===== config.mk =====
export PLATFORM = sky130hd
export DESIGN_NAME = pia_kbd
export DESIGN_NICKNAME = d
export VERILOG_FILES = /design/src/rtl/pia_kbd_pkg.sv /design/src/rtl/pia_kbd_fifo.sv /design/src/rtl/pia_kbd.sv
export SDC_FILE = /design/constraint.sdc
export NUM_CORES = 1
export LEC_CHECK = 0
export CAP_MARGIN = 30
export CORE_MARGIN = 2
export CORE_UTILIZATION = 25
export DETAILED_ROUTE_END_ITERATION = 12
export GPL_ROUTABILITY_DRIVEN = 0
export PLACE_DENSITY = 0.46
export SYNTH_ARGS = -nofsm -noshare
export SYNTH_HDL_FRONTEND = slang
export SYNTH_HIERARCHICAL = 1
export SYNTH_SLANG_ARGS = --single-unit

===== constraint.sdc =====
create_clock -name clk -period 2.9 [get_ports clk]
set_clock_uncertainty 0.05 [all_clocks]
set_input_delay 0.58 -clock clk [delete_from_list [all_inputs] [get_ports clk]]
set_output_delay 0.58 -clock clk [all_outputs]
set_load 0.02 [all_outputs]

===== src/rtl/pia_kbd_pkg.sv =====
// Apple-1 PIA keyboard port: shared address map, handshake state encoding and key width.
// Address defines are guarded so the display port can provide the same map without a clash.
`ifndef PIA_KBD_REG
`define PIA_KBD_REG 16'hD010
`endif
`ifndef PIA_KBD_CR
`define PIA_KBD_CR 16'hD011
`endif

package pia_kbd_pkg;

    localparam int KEY_W = 7;

    typedef logic [KEY_W-1:0] key_t;

    // One-hot host handshake states
    typedef enum logic [2:0] {
        S_IDLE = 3'b001,
        S_ACK  = 3'b010,
        S_REL  = 3'b100
    } hs_state_t;

endpackage


===== src/rtl/pia_kbd_fifo.sv =====
// Key buffer: FIFO_DEPTH entries of 7-bit ASCII, head visible combinationally on dout.
// Latency: a push is visible on dout the cycle after the push edge.
// Backpressure: push ignored while full, pop ignored while empty.
module pia_kbd_fifo
    import pia_kbd_pkg::*;
#(
    parameter int FIFO_DEPTH = 4,
    parameter int FIFO_AW    = 2
) (
    input  logic       clk,
    input  logic       reset,
    input  logic       push,
    input  logic       pop,
    input  key_t       din,
    output key_t       dout,
    output logic       empty,
    output logic       full
);

    key_t               mem [FIFO_DEPTH];
    logic [FIFO_AW-1:0] wr_ptr;
    logic [FIFO_AW-1:0] rd_ptr;
    logic [FIFO_AW:0]   count;
    logic               do_push;
    logic               do_pop;

    assign empty   = (count == '0);
    assign full    = (count == (FIFO_AW+1)'(FIFO_DEPTH));
    assign do_push = push && !full;
    assign do_pop  = pop && !empty;
    assign dout    = mem[rd_ptr];

    always_ff @(posedge clk) begin
        if (do_push) begin
            mem[wr_ptr] <= din;
        end
    end

    always_ff @(posedge clk or negedge reset) begin
        if (!reset) begin
            wr_ptr <= '0;
            rd_ptr <= '0;
            count  <= '0;
        end else begin
            if (do_push) begin
                wr_ptr <= wr_ptr + FIFO_AW'(1);
            end
            if (do_pop) begin
                rd_ptr <= rd_ptr + FIFO_AW'(1);
            end
            case ({do_push, do_pop})
                2'b10:   count <= count + (FIFO_AW+1)'(1);
                2'b01:   count <= count - (FIFO_AW+1)'(1);
                default: count <= count;
            endcase
        end
    end

endmodule


===== src/rtl/pia_kbd.sv =====
// Apple-1 PIA keyboard port (KBD/KBDCR) with 4-phase host strobe/ack into a key FIFO.
// Latency: kbd_ack one cycle after strobe; key readable the cycle after capture; one pop per read access.
// Backpressure: strobe left unacked while FIFO full. Option: KBD_UPCASE_EN folds lower case and DEL.
module pia_kbd
    import pia_kbd_pkg::*;
#(
    parameter int FIFO_DEPTH = 4,
    parameter int FIFO_AW    = 2
) (
    input  logic        clk,
    input  logic        reset,
    input  logic [15:0] Address_Bus,
    input  logic        WE,
    output logic [7:0]  Data_Out,
    input  logic        kbd_stb,
    input  logic [6:0]  kbd_data,
    output logic        kbd_ack,
    output logic        kbd_full
);

    hs_state_t state;
    logic      rd_kbd;
    logic      rd_q;
    logic      push;
    logic      pop;
    logic      empty;
    logic      full;
    key_t      head;
    key_t      key_in;

    assign rd_kbd   = (Address_Bus == `PIA_KBD_REG) && !WE;
    assign pop      = rd_kbd && !rd_q;
    assign push     = (state == S_IDLE) && kbd_stb && !full;
    assign kbd_full = full;

`ifdef KBD_UPCASE_EN
    always_comb begin
        key_in = kbd_data;
        if (kbd_data >= 7'h61 && kbd_data <= 7'h7A) begin
            key_in = kbd_data - 7'h20;
        end else if (kbd_data == 7'h7F) begin
            key_in = 7'h5F;
        end
    end
`else
    assign key_in = kbd_data;
`endif

    pia_kbd_fifo #(
        .FIFO_DEPTH (FIFO_DEPTH),
        .FIFO_AW    (FIFO_AW)
    ) u_fifo (
        .clk   (clk),
        .reset (reset),
        .push  (push),
        .pop   (pop),
        .din   (key_in),
        .dout  (head),
        .empty (empty),
        .full  (full)
    );

    // Host handshake: one key per strobe pulse, ack held until strobe drops
    always_ff @(posedge clk or negedge reset) begin
        if (!reset) begin
            state   <= S_IDLE;
            kbd_ack <= 1'b0;
            rd_q    <= 1'b0;
        end else begin
            rd_q <= rd_kbd;
            case (state)
                S_IDLE: begin
                    if (push) begin
                        kbd_ack <= 1'b1;
                        state   <= S_ACK;
                    end
                end
                S_ACK: begin
                    if (!kbd_stb) begin
                        kbd_ack <= 1'b0;
                        state   <= S_REL;
                    end
                end
                S_REL: begin
                    state <= S_IDLE;
                end
                default: begin
                    kbd_ack <= 1'b0;
                    state   <= S_IDLE;
                end
            endcase
        end
    end

    always_comb begin
        Data_Out = 8'h00;
        if (Address_Bus == `PIA_KBD_REG) begin
            if (!empty) begin
                Data_Out = {1'b1, head};
            end
        end else if (Address_Bus == `PIA_KBD_CR) begin
            Data_Out = {~empty, 7'b0};
        end
    end

endmodule


# After elaboration in Yosys (flattened, before gate mapping)
# Memories as Yosys holds them, arrays and structs flattened.
# Cells that the tools add are included.
[totals]
ff_bits = 12
ramBits = 28
inputBits = 27
output_inout_bits = 10
elab_cells = 49
mem_count = 1
[mem_list]
columns = ["memory", "words", "word_bits", "rd", "rd_clocked_by_memory_dff", "write_ports", "line", "source"]
rows = [
  ["u_fifo.mem", 4, 7, 1, 0, 1, "pia_kbd_fifo.sv:20", "key_t mem [FIFO_DEPTH];"],
]
[classes]
addsub = 4
n_eq_ne = 10
n_mux = 12
n_bitwise = 2
reduce_logical = 14
[op_table]
columns = ["op", "count"]
rows = [
  ["$eq 16x16->1 const B", 2],
  ["$mux 8", 3],
  ["$pmux 3 s2", 2],
  ["$eq 3x3->1 const B", 2],
  ["$logic_and 1x1->1", 6],
  ["$mux 3", 2],
  ["$add 2x1->2 const B", 2],
  ["$logic_not 1->1", 4],
  ["$mux 1", 4],
  ["$add 3x1->3 const B", 1],
  ["$eq 3x1->1 const B", 1],
  ["$eq 3x2->1 const B", 1],
  ["$logic_not 3->1", 1],
  ["$pmux 1 s3", 1],
  ["$reduce_and 3->1", 1],
  ["$sub 3x1->3 const B", 1],
  ["$eq 2x1->1 const B", 1],
  ["$eq 2x2->1 const B", 1],
  ["$ne 2x1->1 const B", 1],
  ["$ne 2x2->1 const B", 1],
  ["$not 1->1", 2],
  ["$reduce_and 2->1", 1],
  ["$reduce_bool 2->1", 1],
]

# Logic depth before layout (Yosys ltp)
[depth]
word_depth = 6
depth_mapped = 11
ltp_nobuf = 11

# Hierarchy
# Netlist, hierarchy kept.
[modules_own_cells]
columns = ["module", "n_inst", "cells_each", "area_per_inst_um2", "seq_area_each_um2"]
rows = [
  ["pia_kbd_fifo", 1, 74, 1450.1, 1016.0],
  ["pia_kbd", 1, 40, 396.6, 126.4],
]

# Worst setup path before layout
# No wires, ideal clock.
[synth_path]
path_kind = "input-to-reg"
startpoint = "in Address_Bus[9]"
endpoint = "reg u_fifo.count[2]"
setup_time_ns = 0.079
arrival_ns = 2.382
required_time_ns = 2.771
slack_ns = 0.389
cell_stages = 10
n_path_buf = 0
cell_sequence = "nor4b_4 nand4_4 nor3_1 o31a_2 ha_1 inv_1 fa_1 xor2_1 nor2_1 xor2_1"
[synth_between]
elab_chain_cells = 6
elab_cells_between_ends = 8
cone_classes = "eq/ne: 3; mux: 1; reduce/logical: 4"
[synth_rtl]
columns = ["element", "line", "source"]
rows = [
  ["from (decl)", "pia_kbd.sv:12", "input logic [15:0] Address_Bus,"],
  ["$eq 16x16->1 (no source line) *", "--", ""],
  ["$logic_and 1x1->1 *", "pia_kbd.sv:31", "assign rd_kbd = (Address_Bus == `PIA_KBD_REG) && !WE;"],
  ["$logic_and 1x1->1 *", "pia_kbd.sv:32", "assign pop = rd_kbd && !rd_q;"],
  ["named net pop", "pia_kbd.sv:25", "logic pop;"],
  ["$logic_and 1x1->1 *", "pia_kbd_fifo.sv:30", "assign do_pop = pop && !empty;"],
  ["named net u_fifo.do_pop", "pia_kbd_fifo.sv:25", "logic do_pop;"],
  ["$eq 2x1->1 / $eq 2x2->1 (equally long branches)", "pia_kbd_fifo.sv:51", "case ({do_push, do_pop})"],
  ["$pmux 3 s2 / $reduce_bool 2->1 (equally long branches)", "--", ""],
  ["to (signal assigned)", "pia_kbd_fifo.sv:52", "2'b10: count <= count + (FIFO_AW+1)'(1);"],
  ["to (signal assigned)", "pia_kbd_fifo.sv:53", "2'b01: count <= count - (FIFO_AW+1)'(1);"],
  ["to (signal assigned)", "pia_kbd_fifo.sv:54", "default: count <= count;"],
  ["to (decl)", "pia_kbd_fifo.sv:23", "logic [FIFO_AW:0] count;"],
]
# The timed path passes the listed nets; every way through them passes the cells marked *.
# A chain may end at the register's enable or synchronous reset.

# Worst setup path after layout
[layout_path]
startpoint = "in Address_Bus[5]"
endpoint = "reg u_fifo.count[2]"
# The elaborated chain is that of the path after synthesis.

==> impl_metrics.toml <==
[status]
outcome = "finished clean"

[timing]
clock.fmax_mhz = 349
setup_viol = 0
worst_pin_slew_ns = 0.550
grt_setup_unrepaired = "yes"
finalHoldViolCount = 0
relSlewSlack_pct = 63.2
slew_violations = 0
period_needed_ns = 2.87
period_share_pct = 98.8
hold_ws_ns = 0.467

[routing]
wl_um = 3600
vias = 1067
wl_met1_um = 1560
detail-route-antenna-nets = 0
routed-wl-met2_um = 1800
top_layer = "met4"
drt-initial-drc-count = 67
dr.pass1.iters = 4
drc_errors = 0
via_per_inst = 4.07
wl_per_cell_um = 13.7
wl_met3_um = 187

[hold_path]
hold_path.class = "reg2reg"

[grt]
grt_max_degree = 14
overflow = 0
grt_pass1_vias = 1105
grt_pass1_wl_um = 5630
grt_use_total_pct = 9.01
antenna_found_initial = 0

[power]
powerDensity_nw_per_um2 = 651
irDropWorstVdd_mv = 0.358
p_leak_nw = 0.923

[synthesis]
ys.flop_type = "edfxtp_1"
syn_nets = 147
yosysTopAreaCell = "edfxtp_1"
yosysSeqAreaShare_pct = 61.9
synth_top_area_share_pct = 45.5
syn_avg_cell_area_um2 = 16.2
synth_warnings = 6
synth_cells = 114
synth_edf_count = 28
async_flop_share_pct = 30.0
synth_cell_type_count = 33
synth_most_common_cell = "edfxtp_1"
synth_common_cells = "edfxtp_1 (28), dfrtp_1 (11), nor2_1 (8), nor3b_1 (8)"
ys_ff_latch = 40
netlist_top_cells_area = "edfxtp_1 (46%), dfrtp_1 (15%), mux4_2 (8.5%)"
netlist_area_um2 = 1850

[floorplan]
die-width_um = 90.0
initial_core_util_pct = 25.6
die_area_um2 = 8090
row_count = 31
pin_count = 37
dieHeight_um = 90.0
coreArea_um2 = 7210

[clock_tree]
tritoncts = "built"
worstSkewPairLatency_ns = 0.28
cts.sinks = 40
clk_pin_slew_worst_paths_ns = 0.07
clock_path_buffers = 2
cts_inserted_buffers = 5
cts-root-buf = "clkbuf_8"
h-tree-depth = 2
cts_hold_buf = 0

[layout]
layout.nets = 195
syn2layout_area_growth_pct = 32.4
multi_input_area_um2 = 676
utilization_pct = 33.9
antenna_cells = 0
layout-drive-gt1-share_pct = 27.6
num-fill-cells = 735
regArea_um2 = 1140

[run]
maxCapViolCount = 0

[setup_path]
slowest_delay_ns = 0.44
crit_buf_inv = 3
arrival_ns = 3.03
cp_common_cell = "xor2_1"
cp_slowest_cell = "clkdlybuf4s50_1"
crit_fanout = 4
end_kind = "register"
worst-setup-path-type = "in2reg"
critical_path_required_ns = 3.06
start_kind = "input port"
crit_chain = "clkdlybuf4s50_1 -> nor4_4 -> nand4_4 -> buf_4 -> nor3_2 -> o31a_2 -> ha_1 -> inv_1 -> fa_1 -> xor2_1 -> nor2_1 -> xor2_1"
critPathTopFamily = "simple AND/OR/NAND/NOR gates"

[place]
port_buffers = 36
place_hpwl_um = 2550
-- metal layers --
layer | up-vias | GRT usage [%]
met5 | - | 0
met4 | 0 | 3.85
met3 | 4 | 2.68
met2 | 30 | 15.5
met1 | 517 | 10.5
li1 | 516 | -
-- path summary, 6_finish.rpt --
check / startpoint / to / slack, ns / cells after the start
max reg2reg: u_fifo/count[2] / u_fifo/count[2] / 0.40 / 11
min: state[2] / state[2] / 0.47 / 1
min reg2reg: state[2] / state[2] / 0.47 / 1
min in group asynchronous: reset / u_fifo/rd_ptr[1] / 0.60 / 1
max: Address_Bus[5] / u_fifo/count[2] / 0.03 / 12
max in group asynchronous: reset / state[0] / 1.83 / 1
-- area by class of cell --
cell class	count	area share (%)
tap	99	5.07
multi-input combinational	64	27.6
clock buffer	6	2.97
clock inverter	2	0.512
sequential	40	46.7
inverter	7	1.07
timing repair buffer	44	16.0
-- sequential cells by signal, summed over array words and instances (netlist names) --
name,cells
kbd_ack,1
rd_q,1
state,3
u_fifo/count,3
u_fifo/mem,28
u_fifo/rd_ptr,2
u_fifo/wr_ptr,2
-- worst reg2reg max path, cell delays in order, from the launching register on --
cell and delay [ns]:
dfrtp_1 0.42, nor3b_4 0.19, or3b_2 0.47, nor2_1 0.14, nor2b_4 0.25, inv_1 0.07, ha_1 0.21, inv_1 0.07
fa_1 0.17, xor2_1 0.14, nor2_1 0.07, xor2_1 0.13
-- timing repair --
item / CTS / global route
setup buffers: 2 / 1
pin swaps: 1 / 1
gates resized for setup: 29 / 4
setup endpoints to repair: 8 / 4
-- layout by cell type, fill, tap and decap left out, drive strengths merged, types with 2 or more instances in the layout --
cell type	count
clkdlybuf4s50	28
edfxtp	28
buf	14
dfrtp	11
nor3b	9
nor2	8
inv	7
mux4	7
clkbuf	6
ha	5
and2	4
xnor2	3
xor2	3
nor3	3
nor4b	2
nand2b	2
nand2	2
nand3	2
nand4	2
nor2b	2
-- where the power goes --
part           switching (W)  internal, W
clock network       0.000177     0.000168
registers          0.0000777     0.000741
logic               0.000212     0.000215
total               0.000467      0.00112
-- logic make-up (layout without fill, tap and decap cells) --
| family | Yosys count | after routing | synth area share (%) |
|---|---|---|---|
| buf+inv | 10 | 59 | 2.10 |
| flops | 40 | 40 | 61.9 |
| xor+xnor | 6 | 6 | 2.85 |
| mux | 9 | 9 | 9.89 |
| compound gates | 3 | 3 | 1.08 |
| fa+ha+maj | 6 | 6 | 4.47 |
| simple gates | 40 | 40 | 17.8 |
-- stage by stage --
stage / cells / TNS, ns / total power (W) / worst slack (ns) / instance area (um2)
after floorplan: 114 / 0 / 0.00110 / 0.389 / 1850
after global placement: 251 / -2.63 / 0.00124 / -0.373 / 2360
after detailed placement: 251 / -2.64 / 0.00127 / -0.388 / 2360
after CTS: 261 / 0 / 0.00162 / 0.000533 / 2440
after global routing: 262 / -0.132 / 0.00170 / -0.132 / 2440
final: 262 / 0 / 0.00159 / 0.0342 / 2440
Power figures use the tool's default switching activity.
